$ cat src/rtl/core_pkg.sv
// Shared definitions for the memory stage: access-size codes, the memory-stage
// state type, and small helpers for alignment, byte enables and lane
// replication of store data.
package core_pkg;

    localparam logic [1:0] MEM_BYTE = 2'd0;
    localparam logic [1:0] MEM_HALF = 2'd1;
    localparam logic [1:0] MEM_WORD = 2'd2;

    typedef enum logic {
        ST_IDLE = 1'b0,
        ST_BUSY = 1'b1
    } mem_state_t;

    // Size code 3 is reserved and behaves as a word everywhere.
    function automatic logic is_misaligned(input logic [1:0] size, input logic [1:0] off);
        logic mis;
        case (size)
            MEM_BYTE: mis = 1'b0;
            MEM_HALF: mis = off[0];
            default:  mis = (off != 2'b00);
        endcase
        return mis;
    endfunction

    function automatic logic [3:0] byte_en(input logic [1:0] size, input logic [1:0] off);
        logic [3:0] be;
        case (size)
            MEM_BYTE: be = 4'b0001 << off;
            MEM_HALF: be = 4'b0011 << off;
            default:  be = 4'b1111;
        endcase
        return be;
    endfunction

    // Replicating the operand across lanes lets the byte enables alone pick
    // the destination bytes, so no shifter is needed on the write path.
    function automatic logic [31:0] lane_wdata(input logic [1:0] size, input logic [31:0] sd);
        logic [31:0] wd;
        case (size)
            MEM_BYTE: wd = {4{sd[7:0]}};
            MEM_HALF: wd = {2{sd[15:0]}};
            default:  wd = sd;
        endcase
        return wd;
    endfunction

endpackage

$ cat src/rtl/mem_access_if.sv
// Data-memory request/acknowledge port.
//   master : memory stage side (drives request, write flag, address, data, enables)
//   slave  : memory side (returns acknowledge and read data)
interface mem_access_if;
    logic        dmem_req;
    logic        dmem_we;
    logic [31:0] dmem_addr;
    logic [31:0] dmem_wdata;
    logic [3:0]  dmem_be;
    logic        dmem_ack;
    logic [31:0] dmem_rdata;

    modport master (
        output dmem_req, dmem_we, dmem_addr, dmem_wdata, dmem_be,
        input  dmem_ack, dmem_rdata
    );

    modport slave (
        input  dmem_req, dmem_we, dmem_addr, dmem_wdata, dmem_be,
        output dmem_ack, dmem_rdata
    );
endinterface

$ cat src/rtl/load_align.sv
// Combinational load alignment: picks the addressed byte or halfword out of
// the returned word and sign- or zero-extends it to 32 bits.
//   i_rdata    : word returned by data memory
//   i_off      : byte offset of the access within the word
//   i_size     : access size code (byte/half/word, 3 = word)
//   i_unsigned : 1 = zero-extend, 0 = sign-extend
//   o_data     : aligned, extended writeback value
module load_align
    import core_pkg::*;
(
    input  logic [31:0] i_rdata,
    input  logic [1:0]  i_off,
    input  logic [1:0]  i_size,
    input  logic        i_unsigned,
    output logic [31:0] o_data
);

    logic [7:0]  w_byte;
    logic [15:0] w_half;

    always_comb begin
        case (i_off)
            2'd0:    w_byte = i_rdata[7:0];
            2'd1:    w_byte = i_rdata[15:8];
            2'd2:    w_byte = i_rdata[23:16];
            default: w_byte = i_rdata[31:24];
        endcase
        // Halfwords are only ever accepted at offsets 0 or 2.
        w_half = i_off[1] ? i_rdata[31:16] : i_rdata[15:0];
    end

    always_comb begin
        case (i_size)
            MEM_BYTE: o_data = {{24{~i_unsigned & w_byte[7]}}, w_byte};
            MEM_HALF: o_data = {{16{~i_unsigned & w_half[15]}}, w_half};
            default:  o_data = i_rdata;
        endcase
    end

endmodule

$ cat src/rtl/mem_access.sv
// Memory stage of the 5-stage core. Turns load/store ops from execute into a
// req/ack transaction on the data-memory port, stalls upstream while the
// transaction is outstanding, and registers writeback data. Non-memory ops
// pass aluout through with one cycle of latency.
//
//   state | meaning
//   IDLE  | ready for a new op from execute
//   BUSY  | request outstanding, waiting for dmem_ack or timeout
//
// Ports:
//   clk, rst_n               : clock, asynchronous active-low reset
//   ex_valid, aluout, addr,
//   store_data, mem_rd,
//   mem_wr, mem_size,
//   mem_unsigned, rd         : execute-stage op
//   stall                    : hold execute and earlier stages
//   dmem                     : data-memory port (master side)
//   wb_valid, wb_data, wb_rd : writeback, one-cycle pulse per completed op
//   misalign                 : pulse, misaligned access dropped
//   bus_err                  : pulse, request timed out and was abandoned
module mem_access
    import core_pkg::*;
#(
    parameter int TIMEOUT_CYCLES = 64
) (
    input  logic                clk,
    input  logic                rst_n,
    input  logic                ex_valid,
    input  logic [31:0]         aluout,
    input  logic [31:0]         addr,
    input  logic [31:0]         store_data,
    input  logic                mem_rd,
    input  logic                mem_wr,
    input  logic [1:0]          mem_size,
    input  logic                mem_unsigned,
    input  logic [4:0]          rd,
    output logic                stall,
    mem_access_if.master        dmem,
    output logic                wb_valid,
    output logic [31:0]         wb_data,
    output logic [4:0]          wb_rd,
    output logic                misalign,
    output logic                bus_err
);

    localparam int TCNT_W = $clog2(TIMEOUT_CYCLES + 1);
    localparam logic [TCNT_W-1:0] TCNT_LAST = TCNT_W'(TIMEOUT_CYCLES - 1);

    mem_state_t        r_state;
    mem_state_t        w_state_nxt;

    logic              r_req;
    logic              r_we;
    logic [31:0]       r_addr;
    logic [31:0]       r_wdata;
    logic [3:0]        r_be;
    logic [1:0]        r_off;
    logic [1:0]        r_size;
    logic              r_unsigned;
    logic [4:0]        r_rd;
    logic [TCNT_W-1:0] r_tcnt;

    logic              r_wb_valid;
    logic [31:0]       r_wb_data;
    logic [4:0]        r_wb_rd;
    logic              r_misalign;
    logic              r_bus_err;

    logic              w_mem_op;
    logic              w_misaligned;
    logic              w_pass;
    logic              w_reject;
    logic              w_accept;
    logic              w_ack;
    logic              w_expire;
    logic [31:0]       w_load_data;

    always_ff @(posedge clk or negedge rst_n) begin
        if (!rst_n) begin
            r_state <= ST_IDLE;
        end else begin
            r_state <= w_state_nxt;
        end
    end

    always_comb begin
        w_state_nxt  = r_state;
        w_mem_op     = mem_rd | mem_wr;
        w_misaligned = is_misaligned(mem_size, addr[1:0]);
        w_pass       = 1'b0;
        w_reject     = 1'b0;
        w_accept     = 1'b0;
        w_ack        = 1'b0;
        w_expire     = 1'b0;
        stall        = 1'b0;
        case (r_state)
            ST_IDLE: begin
                if (ex_valid) begin
                    if (!w_mem_op) begin
                        w_pass = 1'b1;
                    end else if (w_misaligned) begin
                        w_reject = 1'b1;
                    end else begin
                        w_accept    = 1'b1;
                        stall       = 1'b1;
                        w_state_nxt = ST_BUSY;
                    end
                end
            end
            ST_BUSY: begin
                w_ack    = r_req & dmem.dmem_ack;
                // Ack takes priority over an expiry landing in the same cycle.
                w_expire = ~w_ack & (r_tcnt == TCNT_LAST);
                stall    = ~w_ack;
                if (w_ack || w_expire) begin
                    w_state_nxt = ST_IDLE;
                end
            end
        endcase
    end

    load_align u_load_align (
        .i_rdata    (dmem.dmem_rdata),
        .i_off      (r_off),
        .i_size     (r_size),
        .i_unsigned (r_unsigned),
        .o_data     (w_load_data)
    );

    always_ff @(posedge clk or negedge rst_n) begin
        if (!rst_n) begin
            r_req      <= 1'b0;
            r_we       <= 1'b0;
            r_addr     <= '0;
            r_wdata    <= '0;
            r_be       <= '0;
            r_off      <= '0;
            r_size     <= '0;
            r_unsigned <= 1'b0;
            r_rd       <= '0;
            r_tcnt     <= '0;
            r_wb_valid <= 1'b0;
            r_wb_data  <= '0;
            r_wb_rd    <= '0;
            r_misalign <= 1'b0;
            r_bus_err  <= 1'b0;
        end else begin
            r_wb_valid <= 1'b0;
            r_misalign <= 1'b0;
            r_bus_err  <= 1'b0;

            if (w_pass) begin
                r_wb_valid <= 1'b1;
                r_wb_data  <= aluout;
                r_wb_rd    <= rd;
            end

            if (w_reject) begin
                r_misalign <= 1'b1;
            end

            if (w_accept) begin
                r_req      <= 1'b1;
                r_we       <= mem_wr;
                r_addr     <= {addr[31:2], 2'b00};
                r_wdata    <= lane_wdata(mem_size, store_data);
                r_be       <= byte_en(mem_size, addr[1:0]);
                r_off      <= addr[1:0];
                r_size     <= mem_size;
                r_unsigned <= mem_unsigned;
                r_rd       <= rd;
                r_tcnt     <= '0;
            end

            if (w_ack) begin
                r_req <= 1'b0;
                r_we  <= 1'b0;
                if (!r_we) begin
                    r_wb_valid <= 1'b1;
                    r_wb_data  <= w_load_data;
                    r_wb_rd    <= r_rd;
                end
            end else if (w_expire) begin
                r_req     <= 1'b0;
                r_we      <= 1'b0;
                r_bus_err <= 1'b1;
            end else if (r_state == ST_BUSY) begin
                r_tcnt <= r_tcnt + 1'b1;
            end
        end
    end

    assign dmem.dmem_req   = r_req;
    assign dmem.dmem_we    = r_we;
    assign dmem.dmem_addr  = r_addr;
    assign dmem.dmem_wdata = r_wdata;
    assign dmem.dmem_be    = r_be;

    assign wb_valid = r_wb_valid;
    assign wb_data  = r_wb_data;
    assign wb_rd    = r_wb_rd;
    assign misalign = r_misalign;
    assign bus_err  = r_bus_err;

endmodule

$ cat src/flat_wrapper.sv
// flat-port wrapper written by rule: the top's interface ports become plain ports
module mem_access_flat import core_pkg::*;
#(
    parameter int TIMEOUT_CYCLES = 64
)
  (clk, rst_n, ex_valid, aluout, addr, store_data, mem_rd, mem_wr, mem_size, mem_unsigned, rd, stall, wb_valid, wb_data, wb_rd, misalign, bus_err, dmem_dmem_req, dmem_dmem_we, dmem_dmem_addr, dmem_dmem_wdata, dmem_dmem_be, dmem_dmem_ack, dmem_dmem_rdata);
  mem_access_if dmem_i ();
  input  logic clk;
  input  logic rst_n;
  input  logic ex_valid;
  input  logic [31:0] aluout;
  input  logic [31:0] addr;
  input  logic [31:0] store_data;
  input  logic mem_rd;
  input  logic mem_wr;
  input  logic [1:0] mem_size;
  input  logic mem_unsigned;
  input  logic [4:0] rd;
  output logic stall;
  output logic wb_valid;
  output logic [31:0] wb_data;
  output logic [4:0] wb_rd;
  output logic misalign;
  output logic bus_err;
  output wire logic [$bits(dmem_i.dmem_req)-1:0] dmem_dmem_req;
  output wire logic [$bits(dmem_i.dmem_we)-1:0] dmem_dmem_we;
  output wire logic [$bits(dmem_i.dmem_addr)-1:0] dmem_dmem_addr;
  output wire logic [$bits(dmem_i.dmem_wdata)-1:0] dmem_dmem_wdata;
  output wire logic [$bits(dmem_i.dmem_be)-1:0] dmem_dmem_be;
  input wire logic [$bits(dmem_i.dmem_ack)-1:0] dmem_dmem_ack;
  input wire logic [$bits(dmem_i.dmem_rdata)-1:0] dmem_dmem_rdata;
  assign dmem_dmem_req = dmem_i.dmem_req;
  assign dmem_dmem_we = dmem_i.dmem_we;
  assign dmem_dmem_addr = dmem_i.dmem_addr;
  assign dmem_dmem_wdata = dmem_i.dmem_wdata;
  assign dmem_dmem_be = dmem_i.dmem_be;
  assign dmem_i.dmem_ack = dmem_dmem_ack;
  assign dmem_i.dmem_rdata = dmem_dmem_rdata;
  mem_access #(.TIMEOUT_CYCLES(TIMEOUT_CYCLES)) u_core (.clk(clk), .rst_n(rst_n), .ex_valid(ex_valid), .aluout(aluout), .addr(addr), .store_data(store_data), .mem_rd(mem_rd), .mem_wr(mem_wr), .mem_size(mem_size), .mem_unsigned(mem_unsigned), .rd(rd), .stall(stall), .dmem(dmem_i), .wb_valid(wb_valid), .wb_data(wb_data), .wb_rd(wb_rd), .misalign(misalign), .bus_err(bus_err));
endmodule
$ cat config.mk
export PLATFORM = sky130hd
export DESIGN_NAME = mem_access_flat
export DESIGN_NICKNAME = d
export VERILOG_FILES = /design/src/rtl/core_pkg.sv /design/src/rtl/mem_access_if.sv /design/src/rtl/load_align.sv /design/src/rtl/mem_access.sv /design/src/flat_wrapper.sv
export SDC_FILE = /design/constraint.sdc
export NUM_CORES = 1
export LEC_CHECK = 0
export BUFFER_PORTS_ARGS = -buffer_cell sky130_fd_sc_hd__buf_2
export CAP_MARGIN = 20
export CORE_MARGIN = 3
export CORE_UTILIZATION = 45
export CTS_CLUSTER_DIAMETER = 100
export DETAILED_ROUTE_END_ITERATION = 16
export PLACE_DENSITY = 0.75
export SLEW_MARGIN = 5
export SYNTH_ARGS = -nofsm -noshare
export SYNTH_HDL_FRONTEND = slang
export SYNTH_HIERARCHICAL = 1
export SYNTH_SLANG_ARGS = --single-unit
$ cat constraint.sdc
create_clock -name clk -period 2.4 [get_ports clk]
set_clock_uncertainty 0.1 [all_clocks]
set_input_delay 0.48 -clock clk [delete_from_list [all_inputs] [get_ports clk]]
set_output_delay 0.48 -clock clk [all_outputs]
set_load 0.03 [all_outputs]
==> impl_metrics.ini, run 1 <==
[clock_network]
clock-sinks = 126
cts_buffer_depth = 2
cts_tree = built
post_cts_buffers = 0
htreeDepth = 4
cts_buffers = 17
clk_latency_ns = 0.42
clk_pin_slew_ns = 0.06
cts_root_buf = clkbuf_16

[final_layout]
syn_to_final_growth_pct = 31.4
multiInputGateArea_um2 = 2920
nFillCells = 1188
diodes = 0
final_nets = 1066
ff_latch_area_um2 = 3150
drive_above_1_share = 0.345

[timing]
finalSetupTns_ns = 0
setup_viol = 0
rsz0062_at_grt = false
slew_headroom = 0.515
worst_pin_slew_ns = 0.727
final_max_slew_viol_count = 0
post-route-period-util = 0.964
min_period_ns = 2.31
hold_viol_final = 0
clock.fmax_ghz = 0.432

[route]
vias = 5827
ant_nets = 0
via_per_inst = 5.24
wire_per_inst_um = 16.0
drt_first_pass_iters = 5
drc = 0
drt_iter0_markers = 426
wirelength_um = 17800

[placement]
gp_congestion = 0.879
io_buffers = 250
dp.final_hpwl_um = 12800

[setup_path]
end_kind = output pin
cpLargestDelayFamily = flip-flops
rrSetupSlack_ns = 0.33
startpoint_type = flip-flop
path_class = reg -> out
critical_path_arrival_ns = 1.73
slowest_stage = dfrtp_2
cpPeakStageDelay_ns = 0.45
r2r_end = u_core/wb_data[30]$_DFF_PN0_
reg2regPathDepth = 5
crit_fanout = 7
crit_buf_inv = 1
crit_required_ns = 1.82
reg2reg_from = u_core/r_size[0]$_DFFE_PN0P_
crit_chain = nand2b_1 > a2111o_2 > nand2_2 > buf_2

[yosys]
seq_area_frac_synth = 0.494
synth_cell_types = 47
postSynthCellCount = 686
ys_ff_latch = 126
async_flop_share = 1.00
synth_top_area_share = 0.494
syn_area_per_cell_um2 = 9.30
synth-main-ff-cell = dfrtp_1
yosysTopAreaCell = dfrtp_1
ys_warn_count = 6
synthTopCellsByArea = dfrtp_1 (49%), mux2i_1 (12%), nand2_1 (12%)
synth-edff-count = 0
syn-cell-area_um2 = 6380

[job]
maxCapViolCount = 0

[grt]
grt_usage = 0.228
grt_max_degree = 105
grt.overflow.total = 0
antenna_found_initial = 1
first_global_vias = 5720
grt_pass1_wl_um = 29200

[floorplan]
ios = 253
start_util = 0.470
num_rows = 42
core_area_um2 = 13600
die_width_um = 125
dieArea_um2 = 15600
fp.dieH_um = 125

[power_and_ir_drop]
power.total_mw = 12.1
p_leak_nw = 4.28
power_density_nw_per_um2 = 1450
ir_drop_uv = 778

[hold_path]
hp-start = addr[11]
holdPathEnd = u_core/dmem.dmem_addr[11]$_DFFE_PN0P_
min_path_cells = 3
hp-class = in -> reg

[status]
outcome = finished clean
tightest hold or removal path: cells and delay by family:
kind | cells | cell delay (ns)
and+or+nand+nor | 2 | 0.08
buffers and inverters | 1 | 0.07
per-layer routing:
metal | share of wire | global-route usage | up-vias
li1 | - | - | 2819
met1 | 0.41 | 0.289 | 2719
met2 | 0.48 | 0.367 | 249
met3 | 0.085 | 0.0708 | 38
met4 | 0.027 | 0.0886 | 2
met5 | 0.0010 | 0 | -
cell usage after synthesis, types with 3 or more instances:
cell type / count
nand2_1: 198
dfrtp_1: 126
mux2i_1: 77
nor2_1: 50
a21oi_1: 49
clkbuf_1: 27
o21ai_0: 23
buf_4: 11
o211ai_1: 10
o211ai_2: 10
o21ai_1: 10
a22oi_1: 9
nor2b_1: 9
buf_2: 8
buf_6: 8
o221ai_1: 8
o22a_1: 7
nor3_1: 5
inv_1: 4
nand3_1: 4
a32oi_1: 3
flip-flops by register name, indices dropped and copies added (netlist names):
name,cells
u_core/dmem.dmem_wdata,32
u_core/wb_data,32
u_core/dmem.dmem_addr,30
u_core/r_tcnt,7
u_core/r_rd,5
u_core/wb_rd,5
u_core/dmem.dmem_be,4
u_core/r_off,2
u_core/r_size,2
u_core/bus_err,1
u_core/dmem.dmem_req,1
u_core/dmem.dmem_we,1
u_core/misalign,1
u_core/r_state,1
u_core/r_unsigned,1
u_core/wb_valid,1
what timing repair did:
item | in CTS | in global routing
endpoints found under the hold margin | 25 | 0
endpoints found under the setup margin | 0 | 1
hold buffers | 1 | 0
resized for setup | 0 | 1
through the flow:
stage,instances,worst slack [ns],hold slack (ns),utilization,instance area [µm²]
CTS,1111,0.0399,0.133,0.618,8380
global route,1111,0.00887,0.147,0.618,8380
finish,1111,0.0859,0.147,0.618,8380
floorplan,687,0.0137,0.0844,-,6380
detailed placement,1079,0.0996,0.325,0.573,7770
global placement,1079,0.117,0.326,0.573,7770
where the power goes:
part | switching (mW) | internal (mW) | total (mW)
logic | 3.93 | 1.90 | 5.83
clock network | 0.964 | 1.63 | 2.59
registers | 0.581 | 3.14 | 3.72
kinds of logic (layout without fill, tap and decap cells):
kind of cell               count (synthesis)  after routing  share of synthesized area
DFF                                      126            126                      0.494
AOI/OAI and AO/OA                        142            142                      0.151
and+or+nand+nor                          277            277                      0.174
muxes                                     79             79                      0.124
other                                      1              2                   0.000588
buffers and inverters                     59            307                     0.0522
xor gates and xnor gates                   1              1                    0.00137
adders and majority gates                  1              1                    0.00196
cell type report:
type                            count  area share
Sequential cell                   126       0.376
Multi-Input combinational cell    502       0.348
Timing Repair Buffer              271       0.176
Clock buffer                       17      0.0508
Tap cell                          176      0.0263
Clock inverter                     14      0.0200
Inverter                            5     0.00224
worst max path at each step:
stage                        startpoint    end  cells past startpoint
6_report       u_core/r_state$_DFF_PN0_  stall                      4
2_1_floorplan                   addr[0]  stall                      6
3_5_place_dp                    addr[0]  stall                      5
3_3_place_gp                    addr[0]  stall                      5
5_1_grt        u_core/r_state$_DFF_PN0_  stall                      4
4_1_cts        u_core/r_state$_DFF_PN0_  stall                      4
cells in the final DEF (no fill, tap or decap), types with 4 or more instances in the layout:
cell and count:
a21oi_1 49, a22oi_1 9, buf_12 5, buf_2 249, buf_4 16, clkbuf_16 17, clkinv_2 4, dfrtp_1 125
inv_1 4, mux2i_1 77, nand2_1 197, nand3_1 4, nor2_1 50, nor2b_1 9, nor3_1 4, o211ai_1 10
o211ai_2 10, o21ai_0 23, o21ai_1 10, o221ai_1 8, o22a_1 7
Note: power is estimated with default switching activity, not from simulation.
==> inputs of run 2 (changes only) <==
--- a/config.mk
+++ b/config.mk
@@ -9,9 +9,12 @@
 export CAP_MARGIN = 20
 export CORE_MARGIN = 3
 export CORE_UTILIZATION = 45
+export CTS_BUF_LIST = sky130_fd_sc_hd__clkbuf_16
 export CTS_CLUSTER_DIAMETER = 100
 export DETAILED_ROUTE_END_ITERATION = 16
 export PLACE_DENSITY = 0.75
+export SETUP_SLACK_MARGIN = 0.4
+export SKIP_CTS_REPAIR_TIMING = 1
 export SLEW_MARGIN = 5
 export SYNTH_ARGS = -nofsm -noshare
 export SYNTH_HDL_FRONTEND = slang
==> impl_metrics.ini, run 2 (synthesis gave the netlist of run 1 again) <==
[setup_path]
end_kind = output pin
crit_buf_inv = 1
critical_path_arrival_ns = 1.65
slowest_stage = a2111o_2
cpLargestDelayFamily = compound AO/OA/AOI/OAI gates
path_class = reg -> out
crit_fanout = 2
cpPeakStageDelay_ns = 0.51
startpoint_type = flip-flop
crit_required_ns = 1.82
crit_chain = nand2b_4 > a2111o_2 > nand2_8 > buf_8

[floorplan]
fp.dieH_um = 125
ios = 253
start_util = 0.470
core_area_um2 = 13600
num_rows = 42
dieArea_um2 = 15600
die_width_um = 125

[clock_network]
cts_root_buf = clkbuf_16
cts_buffers = 17
htreeDepth = 4
clk_latency_ns = 0.41
clock-sinks = 126
cts_tree = built
cts_buffer_depth = 2
clk_pin_slew_ns = 0.06

[route]
drc = 0
via_per_inst = 5.23
wirelength_um = 18100
vias = 5863
ant_nets = 0
wire_per_inst_um = 16.2
drt_iter0_markers = 495
drt_first_pass_iters = 5

[timing]
rsz0062_at_grt = true
clock.fmax_ghz = 0.449
min_period_ns = 2.23
final_max_slew_viol_count = 0
setup_viol = 0
worst_pin_slew_ns = 0.554
slew_headroom = 0.631
finalSetupTns_ns = 0
hold_viol_final = 0
post-route-period-util = 0.928
setup_ws_ns = 0.173

[final_layout]
syn_to_final_growth_pct = 32.5
ff_latch_area_um2 = 3150
mostFrequentLayoutCells = buf_2 (248), nand2_1 (197), dfrtp_1 (126)
fin_cells = 1122
nFillCells = 1222
final_nets = 1074
drive_above_1_share = 0.349
multiInputGateArea_um2 = 2940
final_common_cell = buf_2

[hold_path]
hp-class = in -> reg

[grt]
grt.overflow.total = 0
grt_max_degree = 105
grt_usage = 0.229
grt_pass1_wl_um = 29300
first_global_vias = 5778
antenna_found_initial = 3

[placement]
place_ws_ns = 0.129
gp_congestion = 0.886
io_buffers = 250
dp.final_hpwl_um = 12900
placed_cells = 1084

[job]
maxCapViolCount = 0

[status]
outcome = finished clean

[power_and_ir_drop]
ir_drop_uv = 654
p_leak_nw = 4.33
power_density_nw_per_um2 = 1410
run 2: cell count changes in the layout (fill, tap and decap cells not counted), moves of 2 or more:
cell       change
bufinv_16      -3
diode_2        +2
inv_6          -2
inv_1          +3
buf_4          +4
run 2: power breakdown:
| part | switching [mW] | internal (mW) | total, mW |
|---|---|---|---|
| registers | 0.565 | 3.14 | 3.70 |
| logic | 3.96 | 2.02 | 5.97 |
| clock network | 0.910 | 1.29 | 2.20 |
| total | 5.43 | 6.44 | 11.9 |
run 2: worst paths after layout:
| path | from | cells after the start | to | slack (ns) |
|---|---|---|---|---|
| setup / recovery | u_core/r_state$_DFF_PN0_ | 4 | stall | 0.17 |
| hold / removal | addr[7] | 3 | u_core/dmem.dmem_addr[7]$_DFFE_PN0P_ | 0.16 |
| setup reg to reg | u_core/r_state$_DFF_PN0_ | 6 | u_core/r_tcnt[5]$_DFF_PN0_ | 0.48 |
| hold reg to reg | u_core/dmem.dmem_addr[25]$_DFFE_PN0P_ | 2 | u_core/dmem.dmem_addr[25]$_DFFE_PN0P_ | 0.37 |
| max in group asynchronous | rst_n | 3 | u_core/dmem.dmem_addr[22]$_DFFE_PN0P_ | 1.06 |
| min in group asynchronous | rst_n | 2 | u_core/wb_data[22]$_DFF_PN0_ | 0.51 |
run 2: layer usage:
metal,share of wire,GRT usage,wire length (µm)
met5,0.0014,0,25
met4,0.024,0.0816,440
met3,0.087,0.0729,1580
met2,0.48,0.376,8790
met1,0.40,0.286,7310
run 2: final cells by class:
| cell class | count | area share |
|---|---|---|
| Sequential cell | 126 | 0.373 |
| Multi-Input combinational cell | 502 | 0.348 |
| Timing Repair Buffer | 279 | 0.189 |
| Clock buffer | 17 | 0.0503 |
| Tap cell | 176 | 0.0261 |
| Clock inverter | 15 | 0.0101 |
| Inverter | 5 | 0.00267 |
| Antenna cell | 2 | 0.000592 |
run 2: worst register-to-register path, stage by stage (launching register included):
cell      delay [ns]
dfrtp_1         0.37
nand2b_4        0.14
a2111o_2        0.51
buf_4           0.19
buf_16          0.20
o311ai_0        0.14
o41ai_1         0.13
run 2: metrics by stage:
step | cell area, µm² | hold WS (ns) | util | power [mW]
after floorplan | 6410 | 0.0844 | - | 7.87
after global placement | 7850 | 0.353 | 0.579 | 9.53
after detailed placement | 7850 | 0.356 | 0.579 | 9.63
after CTS | 8360 | -0.0346 | 0.617 | 11.9
after global routing | 8450 | 0.144 | 0.623 | 12.7
final | 8450 | 0.156 | 0.623 | 11.9
==> inputs of run 3 (changes only) <==
--- a/config.mk
+++ b/config.mk
@@ -5,14 +5,15 @@
 export SDC_FILE = /design/constraint.sdc
 export NUM_CORES = 1
 export LEC_CHECK = 0
+export ABC_AREA = 1
 export BUFFER_PORTS_ARGS = -buffer_cell sky130_fd_sc_hd__buf_2
 export CAP_MARGIN = 20
 export CORE_MARGIN = 3
-export CORE_UTILIZATION = 45
+export CORE_UTILIZATION = 50
 export CTS_BUF_LIST = sky130_fd_sc_hd__clkbuf_16
 export CTS_CLUSTER_DIAMETER = 100
 export DETAILED_ROUTE_END_ITERATION = 16
-export PLACE_DENSITY = 0.75
+export PLACE_DENSITY = 0.81
 export SETUP_SLACK_MARGIN = 0.4
 export SKIP_CTS_REPAIR_TIMING = 1
 export SLEW_MARGIN = 5
==> impl_metrics.ini, run 3 <==
[yosys]
seq_area_frac_synth = 0.459
syn-cell-area_um2 = 6860
ys_ff_latch = 126
synthMuxAreaShare = 0
synth-main-ff-cell = dfrtp_1
ys_warn_count = 6
synth.top_cells.by_count = nand2_1 (452), dfrtp_1 (126), inv_1 (72)
postSynthCellCount = 924
synth-simple-area-share = 0.356
synth_cell_types = 35
yosysTopAreaCell = dfrtp_1
synth_compound_area_frac = 0.0853
synth_xor_xnor_area_share = 0
async_flop_share = 1.00
syn_area_per_cell_um2 = 7.43
synthTopCellsByArea = dfrtp_1 (46%), nand2_1 (25%), nand3_1 (4.7%)
synth_top_area_share = 0.459
synth-adder-area-share = 0.00182
synth_top_family_by_area = simple AND/OR/NAND/NOR gates
synth.most_common_cell = nand2_1
synth-edff-count = 0

[placement]
gp_congestion = 0.929
place_ws_ns = 0.393
dp.final_hpwl_um = 14000
placed_cells = 1313
io_buffers = 250

[floorplan]
start_util = 0.514
fp.dieH_um = 123
dieArea_um2 = 15200
num_rows = 42
ios = 253
die_width_um = 123
core_area_um2 = 13300

[setup_path]
path_class = reg -> out
startpoint_type = flip-flop
critical_path_arrival_ns = 1.42
cpPeakStageDelay_ns = 0.39
rrSetupSlack_ns = 0.56
crit_required_ns = 1.82
crit_fanout = 5
end_kind = output pin
crit_buf_inv = 3
slowest_stage = dfrtp_1
crit_chain = nand2_1 > inv_1 > nor2_4 > inv_2 > nand2_2 > buf_6
cpLargestDelayFamily = flip-flops

[route]
via_per_inst = 4.95
drt_first_pass_iters = 5
vias = 6676
drc = 0
wirelength_um = 19200
drt_iter0_markers = 453
wire_per_inst_um = 14.3
ant_nets = 0

[timing]
setup_ws_ns = 0.397
final_max_slew_viol_count = 0
setup_viol = 0
slew_headroom = 0.608
clock.fmax_ghz = 0.499
post-route-period-util = 0.835
rsz0062_at_grt = true
min_period_ns = 2.00
hold_viol_final = 0
finalSetupTns_ns = 0
worst_pin_slew_ns = 0.588

[final_layout]
diodes = 0
syn_to_final_growth_pct = 28.4
fin_cells = 1350
drive_above_1_share = 0.311
nFillCells = 1208
final_common_cell = nand2_1
final_nets = 1305
mostFrequentLayoutCells = nand2_1 (450), buf_2 (248), dfrtp_1 (126)

[clock_network]
clock-sinks = 126
cts_tree = built
htreeDepth = 4
cts_buffer_depth = 2
clk_pin_slew_ns = 0.06
cts_root_buf = clkbuf_16
cts_buffers = 17
clk_latency_ns = 0.41

[power_and_ir_drop]
power.total_mw = 12.4
p_leak_nw = 5.17
ir_drop_uv = 945
power_density_nw_per_um2 = 1410

[status]
outcome = finished clean

[grt]
grt_max_degree = 76
first_global_vias = 6178
grt.overflow.total = 0
grt_usage = 0.249
grt_pass1_wl_um = 29400
antenna_found_initial = 0

[job]
maxCapViolCount = 0

[hold_path]
hp-class = in -> reg
run 3: changes by cell type after synthesis, sizes merged, moves of 9 or more:
cell / before / now
a22oi: 9 / 0
nand3: 4 / 86
clkbuf: 27 / 8
nor2b: 9 / 0
buf: 27 / 45
nor2: 50 / 21
inv: 4 / 76
nand2: 198 / 457
o21ai: 33 / 73
a21oi: 49 / 11
mux2i: 77 / 0
o211ai: 20 / 8
run 3: where the power goes:
group / switching, mW / total (mW) / internal, mW
clock: 0.945 / 2.68 / 1.73
sequential: 0.571 / 3.67 / 3.10
combinational: 4.23 / 6.07 / 1.83
total: 5.75 / 12.4 / 6.66
run 3: layer usage:
metal	up-vias	track usage	share of wire
met2	254	0.432	0.50
met3	23	0.0723	0.085
met1	3042	0.294	0.40
met4	0	0.0872	0.014
li1	3357	-	-
met5	-	0	0
run 3: worst paths after layout:
path / start / end / depth (start not counted)
setup / recovery: u_core/dmem.dmem_req$_DFFE_PN0P_ / stall / 6
hold / removal: addr[16] / u_core/dmem.dmem_addr[16]$_DFFE_PN0P_ / 3
setup reg to reg: u_core/r_off[1]$_DFFE_PN0P_ / u_core/wb_data[8]$_DFF_PN0_ / 8
hold reg to reg: u_core/dmem.dmem_addr[26]$_DFFE_PN0P_ / u_core/dmem.dmem_addr[26]$_DFFE_PN0P_ / 2
max in group asynchronous: rst_n / u_core/wb_rd[3]$_DFF_PN0_ / 3
min in group asynchronous: rst_n / u_core/wb_data[15]$_DFF_PN0_ / 2
run 3: cell families (layout without fill, tap and decap cells):
family	Yosys count	after routing
AND/OR/NAND/NOR	572	573
flip-flops	126	126
other	1	2
AO/OA/AOI/OAI	95	95
buffers and inverters	129	377
adder cells (fa/ha/maj)	1	1
run 3: metrics by stage:
stage / area (µm²) / util / hold WS (ns)
6_report: 8810 / 0.660 / 0.163
5_1_grt: 8810 / 0.660 / 0.155
4_1_cts: 8740 / 0.655 / -0.0678
3_5_place_dp: 8130 / 0.609 / 0.353
3_3_place_gp: 8130 / 0.609 / 0.350
2_1_floorplan: 6870 / - / 0.0844
run 3: layout make-up:
type,count,area (µm²),area share
Clock buffer,17,425,0.0483
Tap cell,176,220,0.0250
Sequential cell,126,3150,0.358
Timing Repair Buffer,270,1460,0.165
Multi-Input combinational cell,671,3070,0.349
Clock inverter,14,194,0.0220
Inverter,76,288,0.0327
run 3: tightest hold or removal path, stage by stage:
cell	delay, ns
buf_2	0.07
nand2_1	0.04
nand2_1	0.05
